File: src/rtl/fetch_pair_gen.sv
// rtl/fetch_pair_gen.sv - fetch PC generator and ICache pair pusher for the instruction buffer
// Issues aligned fetches in order, tracks them in a pending-PC FIFO, drops stale responses after a redirect.
module fetch_pair_gen #(
  parameter int unsigned       ADDR_W    = 32,
  parameter logic [ADDR_W-1:0] RESET_PC  = 32'hBFC0_0000,
  parameter int                MAX_OUTST = 2
) (
  input  logic              clk,
  input  logic              rst,
  input  logic              flush,
  input  logic [ADDR_W-1:0] flush_pc,
  input  logic              redirect,
  input  logic [ADDR_W-1:0] redirect_pc,
  input  logic              buffer_full_i,
  output logic              req_o,
  output logic [ADDR_W-1:0] req_addr_o,
  input  logic              req_ready_i,
  input  logic              rsp_valid_i,
  input  logic [31:0]       rsp_inst1_i,
  input  logic [31:0]       rsp_inst2_i,
  output logic [31:0]       inst1_o,
  output logic [31:0]       inst2_o,
  output logic [ADDR_W-1:0] inst1_addr_o,
  output logic [ADDR_W-1:0] inst2_addr_o,
  output logic              inst1_valid_o,
  output logic              inst2_valid_o
);

  localparam int unsigned     CW       = $clog2(MAX_OUTST + 1);
  localparam int unsigned     PW       = (MAX_OUTST > 1) ? $clog2(MAX_OUTST) : 1;
  localparam logic [CW-1:0]   MAX_C    = CW'(MAX_OUTST);
  localparam logic [CW-1:0]   ONE_C    = CW'(1);
  localparam logic [PW-1:0]   ONE_P    = PW'(1);
  localparam logic [PW-1:0]   LAST_P   = PW'(MAX_OUTST - 1);
  localparam logic [ADDR_W-4:0] ONE_LN = (ADDR_W-3)'(1);

  typedef enum logic [1:0] {S_BOOT, S_FETCH, S_DRAIN} state_e;

  state_e              state_q, state_d;
  logic [ADDR_W-1:0]   pc_q, pc_d;
  logic [CW-1:0]       outst_q, outst_d;
  logic [CW-1:0]       drop_q, drop_d;
  logic [PW-1:0]       wr_ptr_q, wr_ptr_d, rd_ptr_q, rd_ptr_d;
  logic [ADDR_W-1:0]   fifo_q [MAX_OUTST];
  logic                fifo_we;
  logic [31:0]         inst1_q, inst1_d, inst2_q, inst2_d;
  logic [ADDR_W-1:0]   addr1_q, addr1_d, addr2_q, addr2_d;
  logic                v1_q, v1_d, v2_q, v2_d;

  logic                kill, accept, rsp_fire, rsp_keep;
  logic [ADDR_W-1:0]   popped_pc;
  logic                unused_lsbs;

  function automatic logic [PW-1:0] ptr_inc(input logic [PW-1:0] p);
    return (p == LAST_P) ? '0 : p + ONE_P;
  endfunction

  assign kill        = flush | redirect;
  assign accept      = req_o & req_ready_i;
  assign rsp_fire    = rsp_valid_i & (outst_q != '0);
  assign rsp_keep    = rsp_fire & (drop_q == '0) & ~kill;
  assign popped_pc   = fifo_q[rd_ptr_q];
  assign unused_lsbs = ^popped_pc[1:0];

  always_ff @(posedge clk or negedge rst) begin
    if (!rst) state_q <= S_BOOT;
    else      state_q <= state_d;
  end

  // Drain lasts exactly as long as stale responses are still owed.
  always_comb begin
    state_d = state_q;
    unique case (state_q)
      S_BOOT:           state_d = S_FETCH;
      S_FETCH, S_DRAIN: state_d = (drop_d != '0) ? S_DRAIN : S_FETCH;
      default:          state_d = S_BOOT;
    endcase
  end

  always_comb begin
    req_o      = 1'b0;
    req_o      = (state_q == S_FETCH) & ~buffer_full_i & (outst_q < MAX_C) & ~kill;
    req_addr_o = {pc_q[ADDR_W-1:3], 3'b000};
  end

  always_comb begin
    pc_d     = pc_q;
    outst_d  = outst_q;
    drop_d   = drop_q;
    wr_ptr_d = wr_ptr_q;
    rd_ptr_d = rd_ptr_q;
    fifo_we  = 1'b0;
    inst1_d  = inst1_q;
    inst2_d  = inst2_q;
    addr1_d  = addr1_q;
    addr2_d  = addr2_q;
    v1_d     = 1'b0;
    v2_d     = 1'b0;

    if (accept && !rsp_fire)      outst_d = outst_q + ONE_C;
    else if (!accept && rsp_fire) outst_d = outst_q - ONE_C;

    if (kill) begin
      // Everything still in flight becomes stale; the FIFO only ever holds live PCs.
      pc_d     = flush ? flush_pc : redirect_pc;
      drop_d   = outst_d;
      wr_ptr_d = '0;
      rd_ptr_d = '0;
    end else begin
      if (accept) begin
        fifo_we  = 1'b1;
        wr_ptr_d = ptr_inc(wr_ptr_q);
        pc_d     = {pc_q[ADDR_W-1:3] + ONE_LN, 3'b000};
      end
      if (rsp_fire && (drop_q != '0)) drop_d = drop_q - ONE_C;
      if (rsp_keep) begin
        rd_ptr_d = ptr_inc(rd_ptr_q);
        inst1_d  = rsp_inst1_i;
        inst2_d  = rsp_inst2_i;
        addr1_d  = {popped_pc[ADDR_W-1:3], 3'b000};
        addr2_d  = {popped_pc[ADDR_W-1:3], 3'b100};
        v1_d     = ~popped_pc[2];
        v2_d     = 1'b1;
      end
    end
  end

  always_ff @(posedge clk or negedge rst) begin
    if (!rst) begin
      pc_q     <= RESET_PC;
      outst_q  <= '0;
      drop_q   <= '0;
      wr_ptr_q <= '0;
      rd_ptr_q <= '0;
      for (int i = 0; i < MAX_OUTST; i++) fifo_q[i] <= '0;
      inst1_q  <= '0;
      inst2_q  <= '0;
      addr1_q  <= '0;
      addr2_q  <= '0;
      v1_q     <= 1'b0;
      v2_q     <= 1'b0;
    end else begin
      pc_q     <= pc_d;
      outst_q  <= outst_d;
      drop_q   <= drop_d;
      wr_ptr_q <= wr_ptr_d;
      rd_ptr_q <= rd_ptr_d;
      if (fifo_we) fifo_q[wr_ptr_q] <= pc_q;
      inst1_q  <= inst1_d;
      inst2_q  <= inst2_d;
      addr1_q  <= addr1_d;
      addr2_q  <= addr2_d;
      v1_q     <= v1_d;
      v2_q     <= v2_d;
    end
  end

  assign inst1_o       = inst1_q;
  assign inst2_o       = inst2_q;
  assign inst1_addr_o  = addr1_q;
  assign inst2_addr_o  = addr2_q;
  assign inst1_valid_o = v1_q;
  assign inst2_valid_o = v2_q;

endmodule

File: config.mk
export PLATFORM = sky130hd
export DESIGN_NAME = fetch_pair_gen
export DESIGN_NICKNAME = d
export VERILOG_FILES = /design/src/rtl/fetch_pair_gen.sv
export SDC_FILE = /design/constraint.sdc
export NUM_CORES = 1
export LEC_CHECK = 0
export ABC_AREA = 1
export CAP_MARGIN = 20
export CORE_ASPECT_RATIO = 0.6
export CORE_MARGIN = 4
export CORE_UTILIZATION = 50
export CTS_CLUSTER_SIZE = 25
export DETAILED_ROUTE_END_ITERATION = 8
export MAX_ROUTING_LAYER = met4
export PLACE_DENSITY_LB_ADDON = 0.12
export SLEW_MARGIN = 20
export SYNTH_ARGS = -nofsm -noshare
export SYNTH_HDL_FRONTEND = slang
export SYNTH_SLANG_ARGS = --single-unit
File: constraint.sdc
create_clock -name clk -period 4.5 [get_ports clk]
set_clock_uncertainty 0.1 [all_clocks]
set_input_delay 0.675 -clock clk [delete_from_list [all_inputs] [get_ports clk]]
set_output_delay 0.675 -clock clk [all_outputs]
set_load 0.05 [all_outputs]
# After elaboration in Yosys (flattened, before gate mapping)
# Cells that the tools add are included.
totals:
  reg_bits: 229
  out_inout_bits: 163
  elab_cells: 81
  in_bits: 135
op_classes:
  muxes: 27
  n_lt_le_gt_ge: 4
  reduce_logical: 15
  add_sub_neg: 6
  eq_ne: 2
  bitwise_logic: 13
op_table:
  columns: ["cell", "n"]
  rows:
  - ["$mux 32", 7]
  - ["$bwmux 64", 1]
  - ["$demux 32 s1", 1]
  - ["$add 29x1->29 const B", 1]
  - ["$mux 1", 12]
  - ["$mux 2", 5]
  - ["$reduce_bool 2->1", 5]
  - ["$and 1x1->1", 7]
  - ["$ge 2x2->1 const B", 2]
  - ["$logic_and 1x1->1", 4]
  - ["$logic_not 2->1", 2]
  - ["$not 1->2", 2]
  - ["$pmux 2 s2", 1]
  - ["$sub 2x1->2 const B", 2]
  - ["$not 1->1", 3]
  - ["$add 1x1->1 const B", 2]
  - ["$add 2x1->2 const B", 1]
  - ["$eq 2x1->1 const B", 1]
  - ["$eq 2x2->1 const B", 1]
  - ["$logic_not 1->1", 2]
  - ["$lt 2x1->1 const B", 1]
  - ["$lt 2x2->1 const B", 1]
  - ["$reduce_and 2->1", 1]
  - ["$reduce_or 2->1", 1]
  - ["$or 1x1->1", 1]

# Logic depth before layout (Yosys ltp)
# Gate-level depths: netlist (run 1).
depth:
  word_depth: 13
  mapped_depth: 12
  depth_no_buf: 12

# Least setup slack after synthesis (run 1)
# No wires, ideal clock.
synth_path:
  path_kind: "in2out"
  start: "input port redirect"
  end: "output port req_o"
  cell_stages: 4
  arrival_ns: 1.676
  t_required_ns: 3.725
  path_slack_ns: 2.049
  n_path_buf: 1
  path_cell_list: "nor2_2 -> buf_6 -> nand2_1 -> nor2_1"
synth_between:
  elab_chain_len: 3
synth_rtl:
  columns: ["item", "line", "rtl"]
  rows:
  - ["start, declared", "12", "input logic redirect,"]
  - ["$or 1x1->1", "58", "assign kill = flush | redirect;"]
  - ["$not 1->1 (no line)", null, null]
  - ["$and 1x1->1", "82", "req_o = (state_q == S_FETCH) & ~buffer_full_i & (outst_q < MAX_C) & ~kill;"]
  - ["end, declared", "15", "output logic req_o,"]
# Every way passes these cells.

# Worst setup path after layout (run 1)
# Same ends and word-level chain as after synthesis.

==> impl_results.md, run 1 <==
- Status: finished, final reports clean
- Worst vdd ir: 0.426 mV
- Clock transition at the registers of the reported paths: 80 ps
- Site row count: 38
- Endpoints failing setup: 0
- First-pass GRT wire length: 41200 um
- Slew Limit Fails: 0
- Drt initial violations: 901
- Crit-path max FO: 10
- Yosys cell types: 38
- Vias in the first global route: 7710
- Top-area cell type share of the netlist area: 49.7%
- Int Power: 4.49 mW
- Worst path arrival time: 2560 ps
- Max Cap Viol: 0
- # H-tree levels: 4
- Endpoints failing hold: 0
- Die area: 20900 um^2
- Crit-path leading delay family: buffers and inverters
- Syn Area/Cell: 8.13 um^2
- Clock root buffer: clkbuf_16
- Vias post-DR: 8165
- Synth Warn #: 0
- Via/cell ratio: 5.09
- Post-DP HPWL: 18700 um
- Util after Layout: 68.8%
- CP Launch Type: input pin
- Fmax: 300 MHz
- Inserted Clock Buffers: 17
- RSZ-0062 raised after global routing: no
- Min Tclk post-route: 3330 ps
- Initial Util: 51.3%
- Critical path type: input pin to output pin
- TritonCTS Sinks: 194
- Sw Ratio: 47.4%
- Worst setup EP type: output pin
- Postcts setup bufs: 0
- Die span in x: 184 um
- Nets: 1492
- Antenna violations before repair: 0
- Routed wire per std cell: 16.2 um
- FF+latch count, synth: 194
- Largest area contributor in the netlist: dfrtp_1
- Synth Cell Area: 9310 um^2
- Area grow syn2layout: 34.1%
- Top_reg_cell synth: dfrtp_1
- Async set-reset flop share out of synthesis: 100%
- Pin count of the biggest net entering global routing: 125
- Cell Pwr Density: 683 nW/um^2
- Worst-Margin Slew: 970 ps
- CP Data Required Time: 3720 ps
- Crit-path cells: clkdlybuf4s50_1 > nor2_2 > buf_4 > nand2_1 > nor2_1 > buf_12
- Diodes inserted: 0
- CTS tree: done
- DRT Wirelength: 26000 um
- Post-synth EDFFs: 0
- Post-route setup TNS: 0 ps
- Top-count cell post-synth: nand2_1
- Router iterations before antenna repair: 6
- Max-slew headroom: 35.3%
- Die H: 114 um
- Placed Area: 11900 um^2
- Leak: 5.78 nW
- Port buffer count: 285
- Longest Clk Path Bufs: 2
- Combinational share of power: 50.2%
- Total track usage: 25.7%
- # hold bufs at CTS: 0
- Net switching power: 4.05 mW
- Slowest stage delay, CP: 610 ps
- Post_cts resized: 0
- Crit path max-delay cell type: clkdlybuf4s50_1
- Layout cell share with drive strength beyond 1: 6.45%
- Skew-Pair Late Insertion Delay: 430 ps
- I/O pins: 298
- Global route overflow: 0
- ANT nets after route: 0
- Synthesized instance count: 1146
- Core Footprint: 18200 um^2
- Final non-filler cell area: 12500 um^2
- Reg power frac: 31.9%
- Clock power share: 18.0%
- Min-Delay Path Class: input pin to asynchronous set/reset pin
- Gpl congestion: 0.925
- Top cells by area, synth: dfrtp_1 (50%), nand2_1 (16%), buf_4 (5.4%), nor2_1 (3.8%), o21ai_1 (3.0%)
- Fin crit share: 74.1%
- Register area share after synthesis: 52.3%
- DRC viols: 0
- Synth top cells by count: nand2_1 (399), dfrtp_1 (185), nor2_1 (94)
- Worst Path Buf+Inv: 3
==> layout make-up <==
class | count | area (um^2)
multi-input cells | 770 | 3460
flip-flops and latches | 194 | 4870
clock inverters | 13 | 149
clock buffers | 19 | 453
fillers | 1491 | 5670
well taps | 240 | 300
inverters | 69 | 263
repair buffers | 299 | 3000
==> power groups by stage <==
stage	Clock, mW	Combinational [mW]	Sequential [mW]
after floorplan	0	1.70	4.01
after global placement	0	4.25	2.73
after detailed placement	0	4.31	2.75
after CTS	1.56	4.32	2.72
after global routing	1.63	4.53	2.80
final	1.54	4.28	2.72
==> final timing paths <==
| check | to | slack, ps | cells past startpoint | from |
|---|---|---|---|---|
| worst min-delay path | fifo_q[50] | 140 | 1 | rst |
| min in group clk | inst1_o[5] | 370 | 2 | inst1_o[5] |
| worst min register to register | inst1_o[5] | 370 | 2 | inst1_o[5] |
| worst max register to register | inst1_o[26] | 1940 | 10 | outst_q[1] |
| worst max-delay path | req_o | 1170 | 6 | redirect |
| max in group asynchronous | inst1_valid_o | 3190 | 2 | rst |
==> logic make-up after synthesis <==
| logic type | count (synthesis) | synth area share (%) |
|---|---|---|
| other | 1 | 0.0403 |
| AO/OA/AOI/OAI | 182 | 10.6 |
| AND/OR/NAND/NOR | 568 | 24.8 |
| buffers and inverters | 189 | 10.9 |
| XOR/XNOR | 6 | 0.564 |
| flip-flops | 194 | 52.3 |
| adder cells (fa/ha/maj) | 6 | 0.806 |
==> sequential cells by signal, summed over array words and instances (netlist names), 2 cells and up <==
| register | cells |
|---|---|
| fifo_q | 60 |
| pc_q | 30 |
| outst_q | 2 |
| inst2_addr_o | 30 |
| drop_q | 2 |
| state_q | 2 |
| inst2_o | 32 |
| inst1_o | 32 |
==> through the flow <==
stage | cells | power, mW | setup WS, ps | hold WS (ps)
after CTS | 1604 | 8.60 | 1170 | 180
final | 1604 | 8.54 | 1170 | 139
after global placement | 1572 | 6.98 | 1160 | 353
after floorplan | 1153 | 5.71 | 2050 | 279
after detailed placement | 1572 | 7.06 | 1120 | 358
after global routing | 1604 | 8.97 | 1050 | 204
==> worst register-to-register path, delay by kind of cell, from the launching register on <==
family / cells / cell delay, ps
and+or+nand+nor: 5 / 780
DFF: 1 / 400
adders and majority gates: 1 / 180
buffers and inverters: 4 / 970
==> cells in the final DEF (no fill, tap or decap), types with 5 or more instances in the layout <==
master	netlist	layout
inv_8	0	5
nand2_2	8	8
clkdlybuf4s50_1	0	283
ha_1	6	6
xor2_1	6	6
conb_1	1	8
nand4_1	7	7
o21ai_0	50	50
inv_1	64	64
dfrtp_1	185	185
a31oi_1	34	34
nor3_1	10	10
buf_4	67	12
nand2_1	399	399
o21ai_1	55	55
nand3_1	31	31
a211oi_1	5	5
clkbuf_16	0	17
dfstp_2	9	9
a21oi_1	28	28
nor2_1	94	94
==> per-layer routing <==
metal  GRT usage (%)  wire (um)  vias to the layer above
li1                -          -                     4004
met1            37.6      11800                     3772
met2            37.0      11400                      360
met3            5.93       2460                       29
met4            5.42        312                        0
met5               -          0                        -
(Power assumes the default switching activity.)
==> inputs of run 2 (changes only) <==
Settings changed: CORE_UTILIZATION 50 to 42.
Clock period 4.5 ns to 3.01 ns, I/O delays scaled along.
==> run 2 against run 1 <==
Against the previous run:
- count of clock-buffer cells in the layout grew 1
- global-route usage fell by 2.4 points
- power up 52%
- routed wire length rose by 8.3%
- first-iteration DRC count decreased by 37%
- sequential power rose by 50%
- die area increased by 18%
- sequential cell count stayed put
- register-to-register slack got worse by 1600 ps
- combinational power is 50% higher
- setup slack got worse by 780 ps
- design area grew 0.89%
- critical path type is now register to register
- critical endpoint is now inst1_o[10]
- largest cell class unchanged
- highest routed layer unchanged
==> impl_results.md, run 2 (synthesis results as in run 1) <==
- Die H: 123 um (+8.5%)
- CP Data Required Time: 3220 ps (-500 ps)
- Finished Layout Cells: 1644 (+2.5%)
- Most frequent cells in the layout: nand2_1 (399), clkdlybuf4s50_1 (283), dfrtp_1 (185), nor2_1 (94), inv_1 (64)
- Clock transition at the registers of the reported paths: 70 ps (about the same)
- Diodes inserted: 0 (unchanged)
- Longest Clk Path Bufs: 2 (unchanged)
- Routed wire per std cell: 17.1 um (+5.6%)
- Area grow syn2layout: 35.3%
- Clock root buffer: clkbuf_16
- Worst path arrival time: 2840 ps (+280 ps)
- Post-route setup TNS: 0 ps (unchanged)
- Gpl congestion: 0.896 (-3.1%)
- Fin crit share: 87.1%
- Skew-Pair Late Insertion Delay: 430 ps (about the same)
- Crit. Startpoint: outst_q[1]
- Post-DP HPWL: 20300 um (+9.0%)
- Worst reg-to-reg path cell count: 10 (unchanged)
- # hold bufs at CTS: 1 (+1)
- CP Launch Type: register
- Die area: 24700 um^2 (+18%)
- I/O pins: 298 (unchanged)
- Crit-path max FO: 65 (+55)
- Antenna violations before repair: 0 (unchanged)
- Port buffer count: 285 (unchanged)
- Nets: 1496 (+0.27%)
- Cell Pwr Density: 1030 nW/um^2 (+50%)
- Vias in the first global route: 7789 (+1.0%)
- Hold Startpoint: inst1_o[25]
- Hold Slack: 368 ps (+229 ps)
- Global route overflow: 0 (unchanged)
- First-pass GRT wire length: 44000 um (+6.6%)
- Status: finished, final reports clean
- Placed Area: 12000 um^2 (+0.70%)
- Min Tclk post-route: 2620 ps
- Endpoints failing hold: 0 (unchanged)
- Min-Delay Path Class: register to register
- Final non-filler cell area: 12600 um^2 (+0.89%)
- Layout cell share with drive strength beyond 1: 6.23% (-0.22 points)
- Placed cells: 1614 (+2.7%)
- FF-to-FF Start: outst_q[1]
- Final setup margin: 388 ps (-778 ps)
- Max FFs per register: 60 (unchanged)
- Max-slew headroom: 38.1% (+2.8 points)
- Post_cts resized: 0 (unchanged)
- Pin count of the biggest net entering global routing: 105 (-16%)
- Pre-CTS setup slack: 211 ps (-912 ps)
- Fmax: 381 MHz
- FF/Latch Area: 4870 um^2 (unchanged)
- Worst vdd ir: 0.548 mV (+29%)
- Hold path cells: 2
- Worst-Margin Slew: 928 ps (-41.6 ps)
- Area taken by multi-input logic gates: 3460 um^2 (unchanged)
- Inserted Clock Buffers: 17 (unchanged)
- ANT nets after route: 0 (unchanged)
- TritonCTS Sinks: 194 (unchanged)
- Most common cell after layout, fill and taps aside: nand2_1
- DRC viols: 0 (unchanged)
- Drt initial violations: 568 (-37%)
- Max Cap Viol: 0 (unchanged)
- Flop2flop setup slack: 390 ps (-1550 ps)
- RSZ-0062 raised after global routing: no
- Postcts setup bufs: 0 (unchanged)
- DRT Wirelength: 28100 um (+8.3%)
- Largest reg by FF count: fifo_q
- Site row count: 41 (+7.9%)
- # H-tree levels: 4 (unchanged)
- Leak: 5.80 nW (+0.33%)
- Critical path type: register to register
- Via/cell ratio: 4.97 (-2.3%)
- Die span in x: 200 um (+8.7%)
- Vias post-DR: 8177 (+0.15%)
- Slew Limit Fails: 0 (unchanged)
- Total track usage: 23.2% (-2.4 points)
- Initial Util: 43.5% (-7.7 points)
- Core Footprint: 21400 um^2 (+18%)
- CTS tree: done
- Worst setup EP type: register
- # fillers: 1985 (+33%)
- Router iterations before antenna repair: 5 (-1)
- Endpoints failing setup: 0 (unchanged)
run 2: cell count changes in the layout (fill, tap and decap cells not counted):
cell and delta:
clkbuf_1 +3, clkinv_8 -3, dlygate4sd3_1 +1, clkinvlp_4 +2, inv_6 -3, buf_12 +1, inv_8 -5, bufinv_16 +5
buf_4 +2, clkbuf_8 -2
run 2: metal layers:
layer  up-vias  global-route usage (%)  share of wire [%]
met5         -                       -                  0
met4         0                    4.64                1.1
met3        25                    5.71                7.3
met2       269                    32.7                 43
met1      3876                    34.2                 49
li1       4007                       -                  -
run 2: worst max-delay path, stage by stage (launching register included):
cell	delay, ps
dfrtp_1	410
inv_1	80
ha_1	170
inv_1	50
nand2_1	100
inv_1	140
nand2_1	150
nor2_4	170
clkinv_2	710
nand2_1	280
nand2_1	80
run 2: cell type report:
| cell class | count | area share [%] |
|---|---|---|
| clock inverter | 9 | 1.45 |
| tap | 279 | 2.77 |
| timing repair buffer | 303 | 24.1 |
| clock buffer | 20 | 3.46 |
| sequential | 194 | 38.6 |
| inverter | 69 | 2.08 |
| multi-input combinational | 770 | 27.5 |
run 2: worst paths after layout:
| path | to |
|---|---|
| min in group asynchronous | pc_q[17] |
| setup reg to reg | inst1_o[10] |
| max in group asynchronous | pc_q[23] |
| hold / removal | inst1_o[25] |
| setup / recovery | inst1_o[10] |
| hold reg to reg | inst1_o[25] |
run 2: where the power goes:
part           internal (mW)  leakage [nW]  switching (mW)
Sequential              3.47          2.45           0.603
Clock                   1.47         0.293           0.978
Combinational           2.08          3.05            4.34
Total                   7.02          5.80            5.92
run 2: per-stage QoR:
| step | utilization [%] | power, mW |
|---|---|---|
| after global routing | 58.9 | 13.6 |
| after CTS | 58.9 | 13.1 |
| after detailed placement | 56.0 | 10.6 |
| after global placement | 56.0 | 10.5 |
| after floorplan | - | 8.54 |
| final | 58.9 | 12.9 |
